## config.mk

```make
export PLATFORM = sky130hd
export DESIGN_NAME = fortaegis_capture_ctrl
export DESIGN_NICKNAME = d
export VERILOG_FILES = /design/src/rtl/fortaegis_capture_ctrl.sv
export SDC_FILE = /design/constraint.sdc
export NUM_CORES = 1
export LEC_CHECK = 0
export BUFFER_PORTS_ARGS = -buffer_cell sky130_fd_sc_hd__buf_2
export CAP_MARGIN = 10
export CORE_ASPECT_RATIO = 1.2
export CORE_MARGIN = 1
export CORE_UTILIZATION = 50
export DETAILED_ROUTE_END_ITERATION = 6
export GPL_ROUTABILITY_DRIVEN = 1
export GPL_TIMING_DRIVEN = 0
export HOLD_SLACK_MARGIN = 0.03
export PLACE_DENSITY = 0.8
export SETUP_SLACK_MARGIN = 0.1
export SLEW_MARGIN = 20
export SYNTH_ARGS = -nofsm -noshare
export SYNTH_HDL_FRONTEND = slang
export SYNTH_SLANG_ARGS = --single-unit
```

## constraint.sdc

```tcl
create_clock -name clk -period 4 [get_ports clk]
set_input_delay 0.2 -clock clk [delete_from_list [all_inputs] [get_ports clk]]
set_output_delay 0.2 -clock clk [all_outputs]
set_load 0.1 [all_outputs]
```

## src/rtl/fortaegis_capture_ctrl.sv

```systemverilog
// Capture sequencer for the Fortaegis histogram/top-3 datapath: windows Collect, waits for SortValid,
// holds the top-3 result for the host. Optional WAIT watchdog under FORTAEGIS_CAPTURE_TIMEOUT_EN.
module fortaegis_capture_ctrl #(
    parameter int DATA_SIZE   = 4,
    parameter int LENGTH_SIZE = 6,
    parameter int WIN_SIZE    = 16,
    parameter int GAP_CYC     = 20,
    parameter int TIMEOUT     = 255
) (
    input  logic                   clk,
    input  logic                   rst,
    input  logic                   Start,
    input  logic                   Abort,
    input  logic                   Continuous,
    input  logic [WIN_SIZE-1:0]    WinLen,
    output logic                   Collect,
    input  logic                   SortValid,
    input  logic [DATA_SIZE-1:0]   InData1,
    input  logic [DATA_SIZE-1:0]   InData2,
    input  logic [DATA_SIZE-1:0]   InData3,
    input  logic [LENGTH_SIZE-1:0] InCount1,
    input  logic [LENGTH_SIZE-1:0] InCount2,
    input  logic [LENGTH_SIZE-1:0] InCount3,
    output logic                   ResValid,
    input  logic                   ResReady,
    output logic [DATA_SIZE-1:0]   ResData1,
    output logic [DATA_SIZE-1:0]   ResData2,
    output logic [DATA_SIZE-1:0]   ResData3,
    output logic [LENGTH_SIZE-1:0] ResCount1,
    output logic [LENGTH_SIZE-1:0] ResCount2,
    output logic [LENGTH_SIZE-1:0] ResCount3,
    output logic                   Busy,
    output logic                   Overrun,
    output logic                   Timeout,
    output logic [1:0]             dbg_state
);

    // Handshake: a result moves to the host on every cycle where ResValid and ResReady are both 1.
    // ResValid never drops without a transfer, and Res* never change while ResValid=1 unless a
    // transfer happens in that same cycle.

    typedef enum logic [1:0] {
        S_IDLE    = 2'd0,
        S_COLLECT = 2'd1,
        S_WAIT    = 2'd2,
        S_GAP     = 2'd3
    } state_t;

    localparam logic [WIN_SIZE-1:0] MIN_WL   = WIN_SIZE'(4);
    localparam logic [WIN_SIZE-1:0] GAP_LOAD = WIN_SIZE'(GAP_CYC);
    localparam logic [WIN_SIZE-1:0] ONE      = WIN_SIZE'(1);

    state_t              state;
    state_t              state_nx;
    logic [WIN_SIZE-1:0] cnt;
    logic [WIN_SIZE-1:0] cnt_nx;
    logic                capture;
    logic                clr_sticky;
    logic                wait_expired;
    logic                load_res;
    logic                drop_res;

`ifdef FORTAEGIS_CAPTURE_TIMEOUT_EN
    localparam int TO_W = (TIMEOUT > 1) ? $clog2(TIMEOUT + 1) : 1;
    localparam logic [TO_W-1:0] TO_LAST = TO_W'(TIMEOUT - 1);
    logic [TO_W-1:0] wait_cnt;
`endif

    function automatic logic [WIN_SIZE-1:0] clamp_wl(input logic [WIN_SIZE-1:0] w);
        return (w < MIN_WL) ? MIN_WL : w;
    endfunction

    always_ff @(posedge clk or posedge rst) begin
        if (rst) begin
            state   <= S_IDLE;
            cnt     <= '0;
            Collect <= 1'b0;
            Busy    <= 1'b0;
        end else begin
            state   <= state_nx;
            cnt     <= cnt_nx;
            Collect <= (state_nx == S_COLLECT);
            Busy    <= (state_nx != S_IDLE);
        end
    end

    always_comb begin
        state_nx     = state;
        cnt_nx       = cnt;
        capture      = 1'b0;
        clr_sticky   = 1'b0;
        wait_expired = 1'b0;
        case (state)
            S_IDLE: begin
                if (Start) begin
                    state_nx   = S_COLLECT;
                    cnt_nx     = clamp_wl(WinLen);
                    clr_sticky = 1'b1;
                end
            end
            S_COLLECT: begin
                if (cnt == ONE) state_nx = S_WAIT;
                else            cnt_nx   = cnt - ONE;
            end
            S_WAIT: begin
                if (SortValid) begin
                    capture  = 1'b1;
                    state_nx = S_GAP;
                    cnt_nx   = GAP_LOAD;
                end
`ifdef FORTAEGIS_CAPTURE_TIMEOUT_EN
                else if (wait_cnt == TO_LAST) begin
                    wait_expired = 1'b1;
                    state_nx     = S_IDLE;
                end
`endif
            end
            S_GAP: begin
                if (cnt == ONE) begin
                    if (Continuous) begin
                        state_nx = S_COLLECT;
                        cnt_nx   = clamp_wl(WinLen);
                    end else begin
                        state_nx = S_IDLE;
                    end
                end else begin
                    cnt_nx = cnt - ONE;
                end
            end
            default: state_nx = S_IDLE;
        endcase
        // Abort overrides everything the state logic decided this cycle.
        if (Abort) begin
            state_nx     = S_IDLE;
            cnt_nx       = '0;
            capture      = 1'b0;
            clr_sticky   = 1'b0;
            wait_expired = 1'b0;
        end
    end

    assign load_res  = capture && (!ResValid || ResReady);
    assign drop_res  = capture && ResValid && !ResReady;
    assign dbg_state = state;

    always_ff @(posedge clk or posedge rst) begin
        if (rst) begin
            ResValid  <= 1'b0;
            ResData1  <= '0;
            ResData2  <= '0;
            ResData3  <= '0;
            ResCount1 <= '0;
            ResCount2 <= '0;
            ResCount3 <= '0;
        end else if (load_res) begin
            ResValid  <= 1'b1;
            ResData1  <= InData1;
            ResData2  <= InData2;
            ResData3  <= InData3;
            ResCount1 <= InCount1;
            ResCount2 <= InCount2;
            ResCount3 <= InCount3;
        end else if (ResValid && ResReady) begin
            ResValid <= 1'b0;
        end
    end

    always_ff @(posedge clk or posedge rst) begin
        if (rst)             Overrun <= 1'b0;
        else if (clr_sticky) Overrun <= 1'b0;
        else if (drop_res)   Overrun <= 1'b1;
    end

`ifdef FORTAEGIS_CAPTURE_TIMEOUT_EN
    // Counts consecutive WAIT cycles; zero on the first cycle of each WAIT visit.
    always_ff @(posedge clk or posedge rst) begin
        if (rst) begin
            wait_cnt <= '0;
            Timeout  <= 1'b0;
        end else begin
            wait_cnt <= (state == S_WAIT && state_nx == S_WAIT) ? wait_cnt + 1'b1 : '0;
            if (clr_sticky)        Timeout <= 1'b0;
            else if (wait_expired) Timeout <= 1'b1;
        end
    end
`else
    // No watchdog in this build: the flag is constant 0 for any legal TIMEOUT.
    assign Timeout = (TIMEOUT < 0);
`endif

endmodule

```

==> results.txt, run 1 <==
The detailed router placed 2,212 vias in this run. Across the VDD grid, the largest voltage drop is 0.0002566 V. The clock latency reported for the late side of the worst-skew pair came out at 310 ps.

The summed negative setup slack over all endpoints came out at 0 ps. The net count of the mapped netlist is 278. Including well taps, the total number of placed cells is 372. The final routed wire length divided by cell count came out at 16.19 µm.

The number of setup violations in the final report came out at 0. The initial antenna violation count came to 0. Setup repair after global routing left no endpoint under its margin. The netlist area before placement came out at 0.002565 mm². Summed over all layers, the routed wires come to 6168 µm. Leaving out fill and tap cells, the most frequent cells in the layout are sky130_fd_sc_hd__buf_2 (90), sky130_fd_sc_hd__dfrtp_1 (52), sky130_fd_sc_hd__mux2_2 (30). The pin count of the biggest net entering global routing came out at 28. In this run the worst hold path is classified as input pin to register. The max-slew violation count is 0.

The placed standard-cell area came out at 0.003100 mm². The number of cell instances on the worst register-to-register path is 8. After synthesis, the cell types taking the most area are sky130_fd_sc_hd__dfrtp_1 (51%), sky130_fd_sc_hd__mux2_2 (13%), sky130_fd_sc_hd__a221o_1 (2.7%), sky130_fd_sc_hd__nor2_1 (2.6%), sky130_fd_sc_hd__nor4_1 (1.7%). The number of inserted diodes is 0. The final estimated routing congestion in global placement came out at 0.9210. The post-route non-filler standard cell count came out at 381. The critical path goes through inv_1, ha_1, or4b_2, clkbuf_1, nor3_1, nor4b_1, o21ai_1, a32o_1. The final design instance area without fill came out at 0.003232 mm².

The number of buffers created by CTS came out at 5. The die width came out at 67.38 µm. The biggest area contributor in the post-synthesis netlist is sky130_fd_sc_hd__dfrtp_1.

The leftover overflow at the end of global routing came out at 0. The die covers 0.005421 mm². In this run the clock root is driven by a sky130_fd_sc_hd__clkbuf_8.

The post-synthesis simple-gate area fraction came out at 15.90%. In the synthesized netlist the dominant register cell turns out to be sky130_fd_sc_hd__dfrtp_1. The number of max-capacitance violations reported came out at 0. The number of buffers between clock root and the deepest sink is 2. After synthesis, the largest family of logic cells by area is simple AND/OR/NAND/NOR gates. For the pin with the worst max-slew slack, the measured transition is 618.8 ps. The arrival time at the worst endpoint came out at 2770 ps. The average vias per placed instance came out at 5.806. The number of synthesis warnings is 0. The number of buffers and inverters on the critical path is 2.

After synthesis, the share of cell area in mux cells is 13.17%. The source of the worst hold timing path is InCount1[1]. The count of cell instances traversed by the critical path is 8.

The worst hold path passes through 2 cells. Dividing the final minimum period by the clock period gives 64.16%. TritonCTS built the clock tree. Of the total synthesized cell area, the portion taken by full adders, half adders and majority gates is 0.9756%. The library cell used most frequently in the layout, excluding fill and tap cells, is sky130_fd_sc_hd__buf_2.

The synthesized instance count came out at 223. The count of buffers added on input and output ports is 88. The height of the die is 80.46 µm. For this run, the total global-route usage over all layers was measured as 24.20%. The share of the Yosys chip area taken by registers is 50.73%.

The starting DRC count in detailed routing came out at 181. The area share of the leading cell type in the synthesized netlist is 50.73%. The number of hold-slack violations in the final timing report is 0. STA classifies the critical path startpoint as a register. The total chip power is 1.671 mW. The parity-gate share of the synthesized area counting xor and xnor cells is 1.366%. The first global-routing pass estimated 9708 µm of wire. Dividing total power by cell area gives a power density of 516.9 mW/mm². The wire-length estimate of the detail-placed layout is 4595 µm. The clock period minus worst slack is 2566 ps. The static leakage is 1.630 nW. In this run the critical register-to-register path is launched from cnt[0]$_DFFE_PP0P_. The placement row count came out at 28. The synthesis-to-finish area growth came out at 26.00%. The worst setup path is captured at a register. For this design, the slowest cell found on the critical path is sky130_fd_sc_hd__or4b_2.

The max-slew headroom at the worst pin is 58.60%. The distinct cell type count after synthesis is 52. The H-tree depth is 2.

In the routed design, unresolved DRC markers number 0. The total number of nets in the final design is 375. The number of gates resized after CTS was 0. Once the floorplan was initialized, standard cells occupied 51.93% of the core. The flow ran to the end, and the final reports show no timing, DRC or antenna violations. The number of flip-flops and latches in the synthesized netlist came out at 52. The post-detailed-route count of antenna-violating nets came out at 0. The highest clock frequency the design can meet is 0.3897 GHz. The category of the critical setup timing path is register to register. The number of global-route vias before repair is 2,105. The boundary pin count came out at 90.

The tree built by TritonCTS fans out to 52 sinks. The critical path data required time came out at 4210 ps. In this design, the largest share of critical-path delay is due to simple AND/OR/NAND/NOR gates.

Clock skew on the completed layout was measured at 14.73 ps. The area fraction in compound gates after synthesis came out at 13.80%. After filler insertion, the fill cell instance count of the layout stands at 408. In this run the worst path has a maximum fanout of 6. The largest single stage delay on the critical path is 590 ps. The average instance area after synthesis came out at 11.50 µm². The core box area came out at 0.004940 mm². The clock-pin slew on the worst setup and hold paths is 110 ps. Of all flip-flops after synthesis, the portion carrying an async set or reset was 100.0%.

The share of final-layout standard cells stronger than drive strength 1 is 46.11%. The launch point of the critical path is cnt[0]$_DFFE_PP0P_. The first detailed-routing pass took 4 iterations. The number of enable-type register cells in the synthesized netlist is 0.
## worst paths after layout
path,to,slack (ps)
max in group asynchronous,ResCount3[1]$_DFFE_PP0P_,2950
setup reg to reg,cnt[14]$_DFFE_PP0P_,1430
min in group asynchronous,Overrun$_DFFE_PP0P_,500
hold / removal,ResCount1[1]$_DFFE_PP0P_,130
setup / recovery,cnt[14]$_DFFE_PP0P_,1430
hold reg to reg,ResCount2[1]$_DFFE_PP0P_,510
## cell usage after synthesis, types with 2 or more instances
cell type	n
sky130_fd_sc_hd__o21ai_0	2
sky130_fd_sc_hd__nor3b_1	2
sky130_fd_sc_hd__or4_1	4
sky130_fd_sc_hd__buf_4	3
sky130_fd_sc_hd__nand2_1	6
sky130_fd_sc_hd__or2_2	2
sky130_fd_sc_hd__xnor2_1	3
sky130_fd_sc_hd__buf_6	2
sky130_fd_sc_hd__inv_1	5
sky130_fd_sc_hd__a31oi_1	4
sky130_fd_sc_hd__clkbuf_1	5
sky130_fd_sc_hd__nand3_1	6
sky130_fd_sc_hd__o31ai_1	2
sky130_fd_sc_hd__nand3b_1	2
sky130_fd_sc_hd__a32o_1	2
sky130_fd_sc_hd__or4b_2	2
sky130_fd_sc_hd__or3_1	2
sky130_fd_sc_hd__nor2b_1	3
sky130_fd_sc_hd__a21oi_1	7
sky130_fd_sc_hd__nor4_1	7
sky130_fd_sc_hd__o211ai_1	2
sky130_fd_sc_hd__dfrtp_1	52
sky130_fd_sc_hd__mux2_2	30
sky130_fd_sc_hd__o22ai_1	3
sky130_fd_sc_hd__ha_1	2
sky130_fd_sc_hd__o21ai_1	8
sky130_fd_sc_hd__nor2_1	18
sky130_fd_sc_hd__a221o_1	7
sky130_fd_sc_hd__nand2b_1	2
sky130_fd_sc_hd__nor3_1	5
sky130_fd_sc_hd__buf_2	2
## report_power, final
group	internal [mW]	leakage [nW]	switching [mW]
Sequential	0.588	0.685	0.0473
Combinational	0.161	0.883	0.495
Clock	0.205	0.0614	0.175
## cell type report
| type | instances | area [µm²] | area share [%] |
|---|---|---|---|
| multi-input cells | 152 | 1164 | 36.00 |
| clock buffers | 6 | 82.58 | 2.555 |
| plain buffers | 12 | 73.82 | 2.284 |
| flip-flops and latches | 52 | 1301 | 40.26 |
| clock inverters | 2 | 38.79 | 1.200 |
| well taps | 60 | 75.07 | 2.323 |
| inverters | 7 | 26.28 | 0.8130 |
| repair buffers | 90 | 470.5 | 14.56 |
## logic make-up (layout without fill, tap and decap cells)
group,Yosys count,count (layout)
mux,30,30
buf+inv,19,117
flops,52,52
other cells,1,1
fa+ha+maj,2,2
simple gates,69,69
xor+xnor,4,4
compound gates,46,46
## metrics by stage
stage / util [%] / setup slack (ps) / hold WS, ps
finish: 65.43 / 1434 / 125.6
global route: 65.43 / 1185 / 115.4
CTS: 65.43 / 1456 / 120.0
detailed placement: 62.77 / 1469 / 297.1
global placement: 62.36 / 1478 / 431.7
floorplan: - / 1314 / 345.0
## metal layers
layer  track usage, %  vias to the layer above  share of wire (%)
li1                 -                     1033                  -
met3            7.102                        6                9.1
met2            40.20                      122                 49
met1            29.59                     1051                 41
met5                0                        -                  0
met4            7.872                        0               0.81
## sequential cells by signal, summed over array words and instances, names as in the netlist
name	count
Busy	1
ResCount1	6
ResData2	4
ResCount2	6
Overrun	1
ResValid	1
dbg_state	2
ResData1	4
ResData3	4
cnt	16
Collect	1
ResCount3	6
## timing repair
action | 4_1_cts | 5_1_grt
hold buffers | 1 | 0
endpoints found under the hold margin | 25 | 0
setup endpoints to repair | 0 | 0
setup buffers | 0 | 0
Note: power is estimated with default switching activity, not from simulation.
==> inputs of run 2 (changes only) <==
Settings changed: CORE_UTILIZATION 50 to 45, PLACE_DENSITY 0.8 to 0.76.
Clock period 4 ns to 2.3 ns, I/O delays scaled along.
==> results.txt, run 2 (same netlist as run 1, synthesis figures left out) <==
The leftover overflow at the end of global routing came out at 0. The classification of the worst-slack hold path is input pin to register. The placed instances occupy a cell area of 0.003109 mm². The max-slew headroom at the worst pin came out at 51.49%.

The final-layout worst hold slack came out at 33.09 ps. The final routed wire length divided by cell count is 18.23 µm. Across all register-to-register paths, the minimum setup slack is -40 ps. STA classifies the critical path endpoint as a register.

The setup path with the least slack is of type register to register. The number of flip-flops in the largest register is 16. Internal power comes to 1.704 mW. The flow ran to the end, but the final reports show violations.

After detailed routing, the total wire length is 7731 µm. The worst voltage drop across the vdd grid came out at 0.0005269 V. 0 antenna diodes ended up in the layout. The analysis attributes to net switching a power of 1.374 mW.

The number of buffers created by CTS is 5. Traced cell by cell, the critical path runs through or4b_4, nor4_4, buf_4, a31oi_4, o2111a_2, a221o_1. The clock latency reported for the late side of the worst-skew pair is 310 ps. At the end of the flow, the number of nets in the layout was 416.

The combinational share of power is 46.3%. In the layout the commonest cells are sky130_fd_sc_hd__buf_2 (91), sky130_fd_sc_hd__dfrtp_1 (46), sky130_fd_sc_hd__mux2_2 (30). The kind of cell adding the most delay to the critical path is simple AND/OR/NAND/NOR gates. The H-tree was split into 2 levels. The beginning of the worst register-to-register path is cnt[4]$_DFFE_PP0P_. The clock passes through at most 2 buffers.

The clock period minus worst slack is 2338 ps. The arrival time at the worst endpoint came out at 2540 ps. The portion of the clock cycle consumed by the worst path in the final layout came out at 101.7%.

With fillers left out, the area of the finished cells amounts to 0.003827 mm². The checks that failed: DRC, setup timing. The critical path data required time came out at 2500 ps. The worst clock skew on the final layout is 5.598 ps. The highest clock frequency the design can meet is 0.4276 GHz. The half-perimeter wire length after detailed placement came out at 4660 µm.

The initial antenna violation count came out at 0. At the pin with the least slew margin, the transition time is 727.7 ps. The first detailed-routing pass took 7 iterations. The full die area is 0.006007 mm². The effective utilization at floorplan came out at 47.44%. The overall routing resource usage is 26.33%.

The synthesis-to-finish area growth is 49.22%. Setup repair after global routing could not meet its margin everywhere. Measured along the x axis, the die boundary spans 70.92 µm. The placement row count is 29. The total number of vias is 2,459. The total placed cells including tap cells is 374. The height of the die came out at 84.71 µm. The worst setup path is launched from a register. Once detail routing completed, the nets flagged for antenna violations numbered 0. The slowest stage of the critical path belongs to the cell sky130_fd_sc_hd__or4b_4. The launch point of the critical path is cnt[4]$_DFFE_PP0P_.

The max-slew violation count was 0. During placement, the flow inserted port buffers numbering 88. Cells with a size suffix above 1 make up 58.56% of the layout. The number of hold-slack violations in the final timing report came to 0.

Entering global routing, the biggest net connects 28 pins. The relative contribution of the clock network to total power is 17.3%. In this run the static leakage power is 1.869 nW.

The CTS tree is built. The total power per unit cell area came out at 804.3 mW/mm². After clock tree synthesis, the clock-pin slew on the worst setup and hold paths is 100 ps. The boundary pin count is 90. The number of setup violations in the final report came out at 11. Leaving out fill and tap cells, the most frequent cell in the layout is sky130_fd_sc_hd__buf_2. The first global-routing pass estimated 12,120 µm of wire. The number of global-route vias before repair is 2,508. The cell chosen for the clock root is sky130_fd_sc_hd__clkbuf_8. More flip-flops sit in one register than any other, and that register is cnt. The endpoint identified for the worst register-to-register timing path is cnt[3]$_DFFE_PP0P_.

In this run the worst path has a maximum fanout of 7. The final estimated routing congestion in global placement is 0.8751. Counting cells, the worst reg-to-reg path comes to 6. The number of buffers and inverters on the critical path is 1.

After layout, the worst setup slack is -38.37 ps. The critical path ends at cnt[3]$_DFFE_PP0P_. At the placement stage, the worst setup path has a slack of -286.2 ps. The share of total power dissipated in sequential elements is 36.3%. The detailed router finished its first iteration with 141 violations.

The average vias per placed instance is 5.800. The CTS sink count is 52. After detailed routing, the number of remaining DRC violations is 28. The finished layout holds 424 standard cells, fillers aside.

The summed negative setup slack over all endpoints came out at -160.1 ps. The number of max-capacitance violations reported came out at 0. The delay contributed by the slowest stage of the critical path is 590 ps.

Counting buffers and inverters, the worst setup path is 6 cells deep. The core box area came out at 0.005406 mm². The switching power share of the total is 44.64%.
==> run 2: changes by cell type in the layout (fill, tap and decap cells not counted), moves of 3 or more <==
cell and delta:
sky130_fd_sc_hd__buf_4 +17, sky130_fd_sc_hd__dlygate4sd3_1 +13, sky130_fd_sc_hd__buf_6 +8, sky130_fd_sc_hd__dfrtp_1 -6
sky130_fd_sc_hd__dfrtp_2 +6, sky130_fd_sc_hd__a21oi_1 -4, sky130_fd_sc_hd__a21oi_2 +4, sky130_fd_sc_hd__o22ai_1 -3
sky130_fd_sc_hd__o22ai_2 +3, sky130_fd_sc_hd__or4_1 -3, sky130_fd_sc_hd__or4_4 +3, sky130_fd_sc_hd__or4b_4 +3
==> run 2: worst min path at each step <==
| stage | from | endpoint | slack, ps | depth (start not counted) |
|---|---|---|---|---|
| 2_1_floorplan | WinLen[12] | cnt[12]$_DFFE_PP0P_ | 260 | 1 |
| 3_3_place_gp | WinLen[1] | cnt[1]$_DFFE_PP0P_ | 340 | 2 |
| 3_5_place_dp | rst | ResCount2[4]$_DFFE_PP0P_ | 200 | 2 |
| 4_1_cts | InCount3[5] | ResCount3[5]$_DFFE_PP0P_ | 30 | 2 |
| 5_1_grt | InData3[1] | ResData3[1]$_DFFE_PP0P_ | 30 | 2 |
| 6_report | InData1[3] | ResData1[3]$_DFFE_PP0P_ | 30 | 2 |
==> run 2: final cells by class <==
type	count	area, µm²
clock inverter	2	16.27
buffer	12	92.59
fill	377	1579
multi-input combinational	152	1373
tap	62	77.57
timing repair buffer	131	855.8
inverter	7	31.28
sequential	52	1309
clock buffer	6	72.57
==> run 2: layer usage <==
layer,GRT usage [%],wire length (µm)
met1,31.33,2961
met2,46.59,3905
met3,4.922,662
met4,10.55,201
met5,0,0
==> run 2: power groups by stage <==
stage               sequential [mW]  combinational (mW)  clock [mW]
global placement               1.12                1.12           0
detailed placement             1.12                1.14           0
CTS                            1.10                1.34       0.542
finish                         1.12                1.43       0.534
floorplan                      1.67               0.354           0
global route                   1.13                1.49       0.569
==> run 2: repair_timing <==
item                       CTS  global route
hold buffers                14             0
pin swaps                   18            14
setup buffers               23             3
gates resized for setup     28            32
hold endpoints to repair    38             0
setup endpoints to repair   18            19
gates cloned                 2             0
==> run 2: per-stage QoR <==
stage,power [mW],util [%]
after floorplan,2.026,-
after global placement,2.233,57.14
after detailed placement,2.263,57.51
after CTS,2.988,67.79
after global routing,3.184,70.79
final,3.078,70.79
